## src/rtl/matrix_fetch_streamer.sv

```systemverilog
// Requests a matrix update from the generator, snapshots the 25-element result and
// streams the requested row x col window in row-major order. Optional: MATRIX_FETCH_TIMEOUT_EN.
module matrix_fetch_streamer #(
  parameter int unsigned WIDTH          = 8,
  parameter int unsigned MAX_DIM        = 5
`ifdef MATRIX_FETCH_TIMEOUT_EN
  , parameter int unsigned TIMEOUT_CYCLES = 1024
`endif
) (
  input  logic                 clk,
  input  logic                 rst_n,
  input  logic                 start,
  input  logic [2:0]           row,
  input  logic [2:0]           col,
  output logic                 gen_update_en,
  input  logic                 gen_update_done,
  input  logic [25*WIDTH-1:0]  gen_matrix_flat,
  output logic                 elem_valid,
  input  logic                 elem_ready,
  output logic [WIDTH-1:0]     elem_data,
  output logic [2:0]           elem_row,
  output logic [2:0]           elem_col,
  output logic                 elem_last,
  output logic                 busy,
  output logic                 done,
  output logic                 timeout_err
);

  localparam int unsigned NUM_ELEM = 25;

  typedef enum logic [2:0] {S_IDLE, S_REQ, S_SETTLE, S_STREAM, S_DONE} state_t;

  state_t           r_state;
  logic [WIDTH-1:0] r_buf [NUM_ELEM];
  logic [2:0]       r_rdim, r_cdim;
  logic [2:0]       r_row, r_col;
  logic [WIDTH-1:0] r_data;
  logic             r_en, r_valid, r_last, r_busy, r_done;
`ifdef MATRIX_FETCH_TIMEOUT_EN
  logic [15:0]      r_wait;
  logic             r_timeout_err;
`endif

  logic [2:0]       w_rdim, w_cdim;
  logic             w_xfer, w_wrap;
  logic [2:0]       w_nr, w_nc;
  logic [4:0]       w_nidx;
  logic [WIDTH-1:0] w_next_data;
  logic             w_next_last;

  // Dimension clamping applied to the raw request inputs
  always_comb begin
    w_rdim = row;
    if (row == 3'd0)                 w_rdim = 3'd1;
    else if (row > 3'(MAX_DIM))      w_rdim = 3'(MAX_DIM);
    w_cdim = col;
    if (col == 3'd0)                 w_cdim = 3'd1;
    else if (col > 3'(MAX_DIM))      w_cdim = 3'(MAX_DIM);
  end

  // Position and data of the element that follows the current one
  always_comb begin
    w_xfer      = r_valid && elem_ready;
    w_wrap      = (r_col == r_cdim - 3'd1);
    w_nc        = w_wrap ? 3'd0 : r_col + 3'd1;
    w_nr        = w_wrap ? r_row + 3'd1 : r_row;
    w_nidx      = 5'(w_nr) * 5'(r_cdim) + 5'(w_nc);
    w_next_data = (w_nidx < 5'(NUM_ELEM)) ? r_buf[w_nidx] : '0;
    w_next_last = (w_nr == r_rdim - 3'd1) && (w_nc == r_cdim - 3'd1);
  end

  always_ff @(posedge clk or negedge rst_n) begin
    if (!rst_n) begin
      r_state <= S_IDLE;
      r_rdim  <= 3'd1;
      r_cdim  <= 3'd1;
      r_row   <= 3'd0;
      r_col   <= 3'd0;
      r_data  <= '0;
      r_en    <= 1'b0;
      r_valid <= 1'b0;
      r_last  <= 1'b0;
      r_busy  <= 1'b0;
      r_done  <= 1'b0;
      for (int k = 0; k < NUM_ELEM; k++) r_buf[k] <= '0;
`ifdef MATRIX_FETCH_TIMEOUT_EN
      r_wait        <= 16'd0;
      r_timeout_err <= 1'b0;
`endif
    end else begin
      r_done <= 1'b0;
`ifdef MATRIX_FETCH_TIMEOUT_EN
      r_timeout_err <= 1'b0;
`endif
      case (r_state)
        S_IDLE: begin
          if (start && !gen_update_done) begin
            r_rdim  <= w_rdim;
            r_cdim  <= w_cdim;
            r_en    <= 1'b1;
            r_busy  <= 1'b1;
            r_state <= S_REQ;
`ifdef MATRIX_FETCH_TIMEOUT_EN
            r_wait  <= 16'd0;
`endif
          end
        end
        S_REQ: begin
          if (gen_update_done) r_state <= S_SETTLE;
`ifdef MATRIX_FETCH_TIMEOUT_EN
          else if (r_wait == 16'(TIMEOUT_CYCLES - 1)) begin
            r_en          <= 1'b0;
            r_busy        <= 1'b0;
            r_timeout_err <= 1'b1;
            r_state       <= S_IDLE;
          end else r_wait <= r_wait + 16'd1;
`endif
        end
        S_SETTLE: begin
          // Snapshot taken here regardless of gen_update_done in this cycle
          for (int k = 0; k < NUM_ELEM; k++) r_buf[k] <= gen_matrix_flat[k*WIDTH +: WIDTH];
          r_en    <= 1'b0;
          r_valid <= 1'b1;
          r_row   <= 3'd0;
          r_col   <= 3'd0;
          r_data  <= gen_matrix_flat[WIDTH-1:0];
          r_last  <= (r_rdim == 3'd1) && (r_cdim == 3'd1);
          r_state <= S_STREAM;
        end
        S_STREAM: begin
          if (w_xfer) begin
            if (r_last) begin
              r_valid <= 1'b0;
              r_last  <= 1'b0;
              r_done  <= 1'b1;
              r_state <= S_DONE;
            end else begin
              r_row  <= w_nr;
              r_col  <= w_nc;
              r_data <= w_next_data;
              r_last <= w_next_last;
            end
          end
        end
        S_DONE: begin
          r_row   <= 3'd0;
          r_col   <= 3'd0;
          r_busy  <= 1'b0;
          r_state <= S_IDLE;
        end
        default: r_state <= S_IDLE;
      endcase
    end
  end

  assign gen_update_en = r_en;
  assign elem_valid    = r_valid;
  assign elem_data     = r_data;
  assign elem_row      = r_row;
  assign elem_col      = r_col;
  assign elem_last     = r_last;
  assign busy          = r_busy;
  assign done          = r_done;
`ifdef MATRIX_FETCH_TIMEOUT_EN
  assign timeout_err   = r_timeout_err;
`else
  assign timeout_err   = 1'b0;
`endif

endmodule
```

## config.mk

```make
export PLATFORM = sky130hd
export DESIGN_NAME = matrix_fetch_streamer
export DESIGN_NICKNAME = d
export VERILOG_FILES = /design/src/rtl/matrix_fetch_streamer.sv
export SDC_FILE = /design/constraint.sdc
export NUM_CORES = 1
export LEC_CHECK = 0
export CAP_MARGIN = 40
export CORE_MARGIN = 2
export CORE_UTILIZATION = 28
export DETAILED_ROUTE_END_ITERATION = 10
export GPL_ROUTABILITY_DRIVEN = 0
export SKIP_LAST_GASP = 1
export SLEW_MARGIN = 20
export SYNTH_ARGS = -nofsm -noshare
export SYNTH_HDL_FRONTEND = slang
export SYNTH_SLANG_ARGS = --single-unit
```

## constraint.sdc

```tcl
create_clock -name clk -period 8.7 [get_ports clk]
set_input_delay 1.74 -clock clk [delete_from_list [all_inputs] [get_ports clk]]
set_output_delay 1.74 -clock clk [all_outputs]
set_load 0.005 [all_outputs]
```

==> metrics, run 1 <==
status finished, final reports clean; CTS sink count 228; Final Hold Viols 0; post-layout minimum cycle time ~5.9 ns; Via-to-Cell Ratio 4.70; Slew Limit Fails 0; clk_lat worst skew 0.55 ns; initial antenna violation count 3; Die ar. 40200 um2; Seq/Total Area, Yosys a little over half; crit path launch type flip-flop; Data required, critical path 9.14 ns; vias in the first global route approximately 7500; Worst Hold Class reg -> reg; Post-route DRC 0; async set-reset flop share out of synthesis 100%; Initial Util 28.2%; r2r setup slk 2.77 ns; Synth cell types 50; DIE HEIGHT 201 um; count leader, synth dfrtp_1; layout cell share with drive strength beyond 1 31.2%; first-pass GRT wire length about 46 mm; drt total wl ~30 mm; total CTS buffers 28; Initial DRT Pass Iterations 5; area of the multi-input gates ~5000 um2; post-synthesis cell area 10800 um2; NumNets Final 1198; peak supply drop ~520 uV; area share of the largest cell type after synthesis a little over half; Core Area 38400 um2; Endpoint, Worst Hold busy; Int Pwr 4.51 mW; initial DRC count 298; Routed Antenna Nets 0; Seq. cell area 5710 um2; Vias 7108; CTS Buffer Depth 3; clock slew at reported path FFs 0.06 ns; Synth Register Bits 228; PwrDens 502 nW/um2; Hold Crit Start busy; Sw Share approximately 39%; Sequential Power Share a little over a quarter; RR Endpoint elem_data[1]; Tcrit/Tclk final 68.1%; area leader, netlist dfrtp_1; Logic pwr share 57.5%; Max H-tree Level 1; Worst setup EP type flip-flop; Layout fillers 3704; cells after synthesis 754; Top-Level Pins 231; DR WL/cell 19.9 um; Final TNS setup 0 ns; clock group share of total power 16.5%; LEAKAGE 5.90 nW; postcts setup bufs 0; R2R cell count 15; Slew HR between 20% and 30%; pin count of the biggest net entering global routing 193; Post-DP HPWL between 20 and 25 mm; top cells by area, synth dfrtp_1 (52%), mux2_2 (21%), mux4_2 (9.4%), a22oi_1 (1.7%), ha_1 (1.6%); max_cap viols 0; GRT overflow 0; worst r2r src r_cdim[0]; P&R area growth vs syn 35.3%; critical path arrival 6.37 ns; f_max ~170 MHz; fin util 38.1%; Die Wd 201 um; Slew @ Worst Pin between 1 and 1.5 ns; average cell area after synthesis about 14 um2; clock skew around 0.012 ns; CP Max Fanout 17; Worst Setup Path Type reg -> reg; CTS resizes 0; TritonCTS clock tree yes; final setup vio count 0; RSZ-0062 raised after global routing false; CTS root buf clkbuf_16; Port Buf Inserts ~230; GRT Util Overall 14.7%; CTS Hold Bufs 0; Hold Path Cell Cnt 1; number of cell rows 72; P_sw 2.84 mW; Post-Syn Nets 982; EDFF count, synth 0; yosys warns 0; top cells by count, synth dfrtp_1 (226), mux2_2 (202), mux4_2 (45); Post-synth top flop dfrtp_1
cell usage in the layout, fill, tap and decap left out, types with 3 or more instances in the layout:
| cell | n |
|---|---|
| dfrtp_1 | 226 |
| a221oi_1 | 3 |
| inv_1 | 13 |
| clkbuf_1 | 7 |
| xnor2_1 | 9 |
| o31ai_1 | 8 |
| ha_1 | 12 |
| nand3b_1 | 4 |
| clkinv_2 | 3 |
| mux2i_1 | 12 |
| nand4_1 | 4 |
| diode_2 | 3 |
| clkbuf_16 | 29 |
| fa_1 | 3 |
| mux4_2 | 45 |
| clkbuf_8 | 7 |
| o21ai_0 | 25 |
| and3_1 | 4 |
| a21oi_1 | 5 |
| nand2_1 | 23 |
| nand2b_1 | 6 |
| bufinv_16 | 3 |
| clkdlybuf4s50_1 | 228 |
| a22oi_1 | 24 |
| nor2_1 | 21 |
| nand3_1 | 13 |
| mux2_2 | 202 |
| xor2_1 | 10 |
| a21o_1 | 3 |
kinds of logic after synthesis:
group | after synthesis | share of synthesized area (%)
adder cells (fa/ha/maj) | 17 | 2.17
AO/OA/AOI/OAI | 80 | 4.99
multiplexers | 259 | 31.5
AND/OR/NAND/NOR | 86 | 3.98
XOR/XNOR | 23 | 2.06
buffers and inverters | 60 | 2.52
other | 1 | 0.0347
flip-flops | 228 | 52.7
power groups by stage:
stage	Clock [mW]	Sequential, mW	Combinational (mW)
floorplan	0	1.81	3.04
finish	1.21	1.91	4.22
global route	1.29	1.98	4.58
detailed placement	0	1.93	4.28
CTS	1.25	1.91	4.29
global placement	0	1.92	4.23
layer usage:
metal | global-route usage [%] | routed length (um) | vias to the layer above
met1 | 19.6 | 13000 | 3634
met3 | 4.24 | 2050 | 38
met2 | 23.9 | 14200 | 203
met5 | 0 | 11 | -
met4 | 3.28 | 674 | 2
li1 | - | - | 3231
layout make-up:
type                            count  share of cell area, %
Sequential cell                   228                   39.0
Multi-Input combinational cell    466                   33.4
Timing Repair Buffer              233                   16.2
Clock buffer                       43                   5.80
Tap cell                          518                   4.43
Clock inverter                      7                  0.769
Inverter                           13                  0.333
Antenna cell                        3                 0.0513
state kept, by name, summed over array words and instances, names as in the netlist:
register and cells:
r_buf 200, elem_data 8, elem_col 3, elem_row 3, r_cdim 3, r_rdim 3
r_state 3, busy 1, done 1, elem_last 1, elem_valid 1, gen_update_en 1
how the worst max path moves through the flow:
stage / start / cells after the start / to
2_1_floorplan: r_cdim[0] / 18 / elem_data[6]
3_3_place_gp: r_cdim[0] / 15 / elem_data[0]
3_5_place_dp: r_cdim[0] / 15 / elem_data[3]
4_1_cts: r_cdim[0] / 15 / elem_data[1]
5_1_grt: r_cdim[0] / 15 / elem_data[3]
6_report: r_cdim[0] / 15 / elem_data[1]
per-stage QoR:
step	hold slack (ns)	instance area (um2)	total power [mW]	worst slack [ns]	cells
global route	0.510	14600	7.85	2.44	1509
CTS	0.481	14600	7.45	2.79	1507
floorplan	0.474	10800	4.84	3.85	754
global placement	0.464	13600	6.15	3.16	1457
finish	0.480	14600	7.35	2.77	1511
detailed placement	0.469	13600	6.21	2.90	1457
critical path, stage by stage, from the launching register on:
cell and delay, ns:
dfstp_2 0.59, inv_1 0.11, ha_1 0.37, xor2_1 0.36
and3_4 0.33, nand2_4 0.07, xor2_2 0.16, nand2b_1 0.19
fa_1 0.56, fa_1 0.45, fa_1 1.02, inv_1 0.22
nor2_1 0.65, a22oi_1 0.20, and3_1 0.23, o31ai_1 0.28
Power figures use the tool's default switching activity.
==> run 2: changes to the inputs <==
==> constraint.sdc (replaced) <==
create_clock -name clk -period 5.5 [get_ports clk]
set_input_delay 1.1 -clock clk [delete_from_list [all_inputs] [get_ports clk]]
set_output_delay 1.1 -clock clk [all_outputs]
set_load 0.005 [all_outputs]
==> metrics, run 2 (synthesized netlist as in run 1, its figures left out) <==
CTS Hold Bufs 0 (unchanged); cell count after placement 1471 (+0.96%); Initial DRT Pass Iterations 4 (-1); CTS sink count 228 (unchanged); met1 usage 19.8% (+0.28 points); Slew Limit Fails 0 (unchanged); LEAKAGE 5.94 nW (+0.83%); Top-Level Pins 231 (unchanged); f_max 195 MHz (+16%); Slew HR 38.0% (+9.1 points); initial DRC count 416 (+40%); fin worst setup slack 0.373 ns (-2.40 ns); Final Hold Viols 0 (unchanged); Tcrit/Tclk final 93.2% (+25 points); DR WL/cell 19.7 um (-0.67%); RSZ-0062 raised after global routing false; Int Pwr 7.20 mW (+60%); GRT overflow 0 (unchanged); Layout fillers 3690 (-0.38%); GRT Util Overall 15.0% (+0.25 points); Worst setup EP type flip-flop; status finished, final reports clean; CTS Buffer Depth 3 (unchanged); total CTS buffers 28 (unchanged); pre-CTS setup slack 0.230 ns (-2.67 ns); layout cell share with drive strength beyond 1 32.2% (+0.99 points); Sw Share 38.7% (+0.13 points); number of cell rows 72 (unchanged); Sequential Power Share 25.8% (-0.2 points); clk_lat worst skew 0.56 ns (about the same); postcts setup bufs 0 (unchanged); clock skew 0.0100 ns (-0.00210 ns); met2 Use GR 23.9% (about the same); Via-to-Cell Ratio 4.65 (-1.2%); clock group share of total power 16.0% (-0.5 points); area of the multi-input gates 4910 um2 (+0.36%); vias in the first global route 7622 (+1.8%); DIE HEIGHT 201 um (unchanged); Die ar. 40200 um2 (unchanged); max reg flops 200 (unchanged); pin count of the biggest net entering global routing 113 (-41%); final setup vio count 0 (unchanged); M3 GR Usage 4.77% (+0.54 points); P&R area growth vs syn 36.2%; post-layout minimum cycle time 5.13 ns (-0.799 ns); Initial Util 28.2% (unchanged); Final TNS setup 0 ns (unchanged); fin util 38.4% (+0.26 points); CTS root buf clkbuf_16; most frequent cells in the layout clkdlybuf4s50_1 (228), dfrtp_1 (226), mux2_2 (202); Routed Antenna Nets 0 (unchanged); P_sw 4.55 mW (+61%); Finished Layout Cells 1526 (+0.99%); placed cell area 13800 um2 (+0.83%); max_cap viols 0 (unchanged); Logic pwr share 58.2% (+0.7 points); Die Wd 201 um (unchanged); critical path arrival 5.56 ns (-0.81 ns); PwrDens 797 nW/um2 (+59%); crit path launch type flip-flop; commonest non-fill, non-tap cell in the layout clkdlybuf4s50_1; peak supply drop 611 uV (+18%); Final Cell Area 14700 um2 (+0.68%); clock slew at reported path FFs 0.06 ns (about the same); first-pass GRT wire length 46.3 mm (+1.6%); Vias 7092 (-0.23%); Max H-tree Level 1 (unchanged); Seq. cell area 5710 um2 (unchanged); most flop-heavy register r_buf; Post-route DRC 0 (unchanged); Post-DP HPWL 21.8 mm (+3.1%); Core Area 38400 um2 (unchanged); TritonCTS clock tree yes; CP Max Fanout 9 (-8); gr busiest metal met2; drt total wl 30.1 mm (+0.32%); Worst Setup Path Type reg -> reg; Port Buf Inserts 229 (unchanged); NumNets Final 1212 (+1.2%); Worst Hold Class reg -> reg; Slew @ Worst Pin 0.929 ns (-0.137 ns); initial antenna violation count 5 (+2); Data required, critical path 5.93 ns (-3.21 ns)
-- run 2: through the flow --
step                total power [mW]  hold WS, ns
floorplan                       7.66        0.474
global placement                9.94        0.460
detailed placement              9.98        0.466
CTS                             11.9        0.480
global route                    12.6        0.497
finish                          11.8        0.477
-- run 2: what timing repair did --
action	in CTS	in global routing
setup endpoints to repair	0	6
gates resized for setup	0	3
hold endpoints to repair	0	0
-- run 2: layout make-up --
type	instances	area share [%]
Antenna cell	5	0.0849
Clock buffer	41	5.43
Clock inverter	8	0.900
Inverter	13	0.331
Multi-Input combinational cell	466	33.3
Sequential cell	228	38.7
Tap cell	518	4.40
Timing Repair Buffer	247	16.8
-- run 2: power by group through the flow --
stage / sequential (mW) / combinational, mW / clock [mW]
floorplan: 2.86 / 4.80 / 0
global placement: 3.03 / 6.91 / 0
detailed placement: 3.06 / 6.92 / 0
CTS: 3.03 / 6.94 / 1.94
global route: 3.14 / 7.44 / 2.01
finish: 3.03 / 6.84 / 1.88
-- run 2: routing by layer --
layer	vias to the layer above	wire length, um
met2	195	14000
met1	3594	13200
met5	-	13
li1	3262	-
met4	2	584
met3	39	2370
-- run 2: worst paths after layout --
check / startpoint / to / slack, ns / depth (start not counted)
worst min-delay path: busy / busy / 0.48 / 1
worst max register to register: r_cdim[0] / elem_data[3] / 0.37 / 17
worst max-delay path: r_cdim[0] / elem_data[3] / 0.37 / 17
max in group asynchronous: rst_n / r_buf[101] / 3.63 / 2
min in group asynchronous: rst_n / r_buf[24] / 0.61 / 1
worst min register to register: busy / busy / 0.48 / 1
-- run 2: worst max-delay path, cell delays in order (launching register included) --
cell and delay [ns]:
dfstp_2 0.59, inv_1 0.11, ha_1 0.36, xor2_1 0.34, and3_4 0.32, nand2_4 0.07
xor2_2 0.17, nand2b_1 0.19, fa_1 0.56, fa_1 0.46, fa_1 0.50, buf_4 0.17
buf_4 0.21, mux4_2 0.33, o2111ai_1 0.21, o21ai_0 0.12, nor2_1 0.20, o31ai_1 0.09
==> run 3: changes to the inputs <==
--- a/config.mk
+++ b/config.mk
@@ -6,8 +6,9 @@
 export NUM_CORES = 1
 export LEC_CHECK = 0
 export CAP_MARGIN = 40
-export CORE_MARGIN = 2
+export CORE_MARGIN = 4
 export CORE_UTILIZATION = 28
+export CTS_BUF_LIST = sky130_fd_sc_hd__clkbuf_8
 export DETAILED_ROUTE_END_ITERATION = 10
 export GPL_ROUTABILITY_DRIVEN = 0
 export SKIP_LAST_GASP = 1
==> metrics, run 3 (synthesized netlist as in run 1, its figures left out) <==
initial antenna violation count 11 (+6); total CTS buffers 44 (+57%); critical path arrival 5.58 ns (+0.02 ns); Initial DRT Pass Iterations 4 (unchanged); Top-Level Pins 231 (unchanged); initial DRC count 343 (-18%); DR WL/cell 20.0 um (+1.4%); final setup vio count 0 (unchanged); status finished, final reports clean; Max H-tree Level 2 (+1); CTS sink count 228 (unchanged); TritonCTS clock tree yes; f_max 195 MHz (-0.15%); Via-to-Cell Ratio 4.67 (+0.56%); Data required, critical path 5.94 ns (about the same); post-layout minimum cycle time 5.13 ns (+0.00770 ns); max_cap viols 0 (unchanged); CTS root buf clkbuf_8; pin count of the biggest net entering global routing 170 (+50%); Tot Pwr 11.5 mW (-2.2%); Tcrit/Tclk final 93.4% (+0.14 points); Slew Limit Fails 0 (unchanged); Die Wd 205 um (+2.0%); Die ar. 41900 um2 (+4.0%); Final TNS setup 0 ns (unchanged); Initial Util 28.5% (+0.33 points); GRT overflow 0 (unchanged); clock skew 0.0251 ns (+0.0151 ns); Worst Setup Path Type reg -> reg; Core Area 37900 um2 (-1.2%); NumNets Final 1224 (+0.99%); drt total wl 30.9 mm (+2.4%); Slew HR 37.9% (-0.15 points); CTS Buffer Depth 3 (unchanged); most flop-heavy register r_buf; LEAKAGE 5.99 nW (+0.84%); GRT Util Overall 14.6% (-0.33 points); Worst Hold Class reg -> reg; Worst setup EP type flip-flop; Vias 7202 (+1.6%); Final Hold Viols 0 (unchanged); Routed Antenna Nets 0 (unchanged); crit path launch type flip-flop; DIE HEIGHT 205 um (+2.0%); clock slew at reported path FFs 0.06 ns (about the same); vias in the first global route 7683 (+0.80%); Layout fillers 3652 (-1.0%); peak supply drop 537 uV (-12%); max reg flops 200 (unchanged); Port Buf Inserts 229 (unchanged); most frequent cells in the layout clkdlybuf4s50_1 (228), dfrtp_1 (226), mux2_2 (202); Post-DP HPWL 22.0 mm (+0.85%); PwrDens 784 nW/um2 (-1.6%); clk_lat worst skew 0.58 ns (+0.02 ns); number of cell rows 71 (-1.4%); first-pass GRT wire length 46.6 mm (+0.67%); commonest non-fill, non-tap cell in the layout clkdlybuf4s50_1; P&R area growth vs syn 35.4%; CP Max Fanout 7 (-2); layout cell share with drive strength beyond 1 33.1% (+0.90 points); Post-route DRC 0 (unchanged); RSZ-0062 raised after global routing false; Slew @ Worst Pin 0.932 ns (+0.00223 ns)
-- run 3: changes by cell type in the layout (fill, tap and decap cells not counted), sizes merged, moves of 2 or more --
cell and change:
inv +15, clkbuf +14, diode -2, buf -4
-- run 3: cell type report --
class,count,area [um2],area share [%]
Sequential cell,228,5710,39.0
Antenna cell,3,7.51,0.0512
Timing Repair Buffer,243,2440,16.7
Multi-Input combinational cell,466,4900,33.5
Clock buffer,55,757,5.17
Inverter,13,48.8,0.333
Clock inverter,22,146,0.999
Tap cell,511,639,4.36
-- run 3: final timing paths --
check	cells after the start	end	from	slack, ns
min in group asynchronous	1	r_buf[24]	rst_n	0.52
worst max register to register	16	elem_data[7]	r_cdim[0]	0.37
worst min register to register	1	busy	busy	0.48
max in group asynchronous	2	r_buf[171]	rst_n	3.70
worst max-delay path	16	elem_data[7]	r_cdim[0]	0.37
worst min-delay path	1	busy	busy	0.48
-- run 3: per-layer routing --
layer / vias to the layer above / GRT usage (%) / share of wire, %
met5: - / 0 / 0.37
met4: 16 / 4.86 / 2.3
met3: 62 / 5.64 / 9.1
met2: 227 / 22.4 / 46
met1: 3599 / 19.1 / 42
li1: 3298 / - / -
-- run 3: repair_timing --
| item | CTS | global route |
|---|---|---|
| hold buffers | 0 | 0 |
| gates resized for setup | 0 | 2 |
| buffers inserted | 0 | 2 |
| endpoints found under the setup margin | 0 | 7 |
-- run 3: worst max-delay path, cell delays in order, from the launching register on --
cell and delay, ns:
dfstp_2 0.58, inv_1 0.10, ha_1 0.36, xor2_1 0.35
and3_4 0.32, mux2i_1 0.34, nand2b_1 0.19, fa_1 0.45
fa_1 0.55, inv_1 0.06, ha_1 0.27, a21o_1 0.18
a21oi_1 0.18, xnor2_1 0.25, xnor2_4 0.16, o21ai_1 0.49
o21ai_0 0.19
-- run 3: per-stage QoR --
| step | setup slack (ns) | utilization, % | cell area [um2] | instances | hold slack [ns] |
|---|---|---|---|---|---|
| floorplan | 0.649 | - | 10800 | 754 | 0.474 |
| detailed placement | 0.0991 | 36.1 | 13700 | 1459 | 0.467 |
| global route | 0.0183 | 38.6 | 14600 | 1539 | 0.506 |
| global placement | 0.293 | 36.1 | 13700 | 1459 | 0.463 |
| finish | 0.365 | 38.6 | 14700 | 1541 | 0.476 |
| CTS | 0.0522 | 38.5 | 14600 | 1536 | 0.479 |
-- run 3: report_power, final --
group	leakage [nW]	switching (mW)	internal [mW]
Clock	0.522	0.751	0.991
Combinational	2.77	3.25	3.47
Sequential	2.70	0.483	2.54
Total	5.99	4.49	7.01
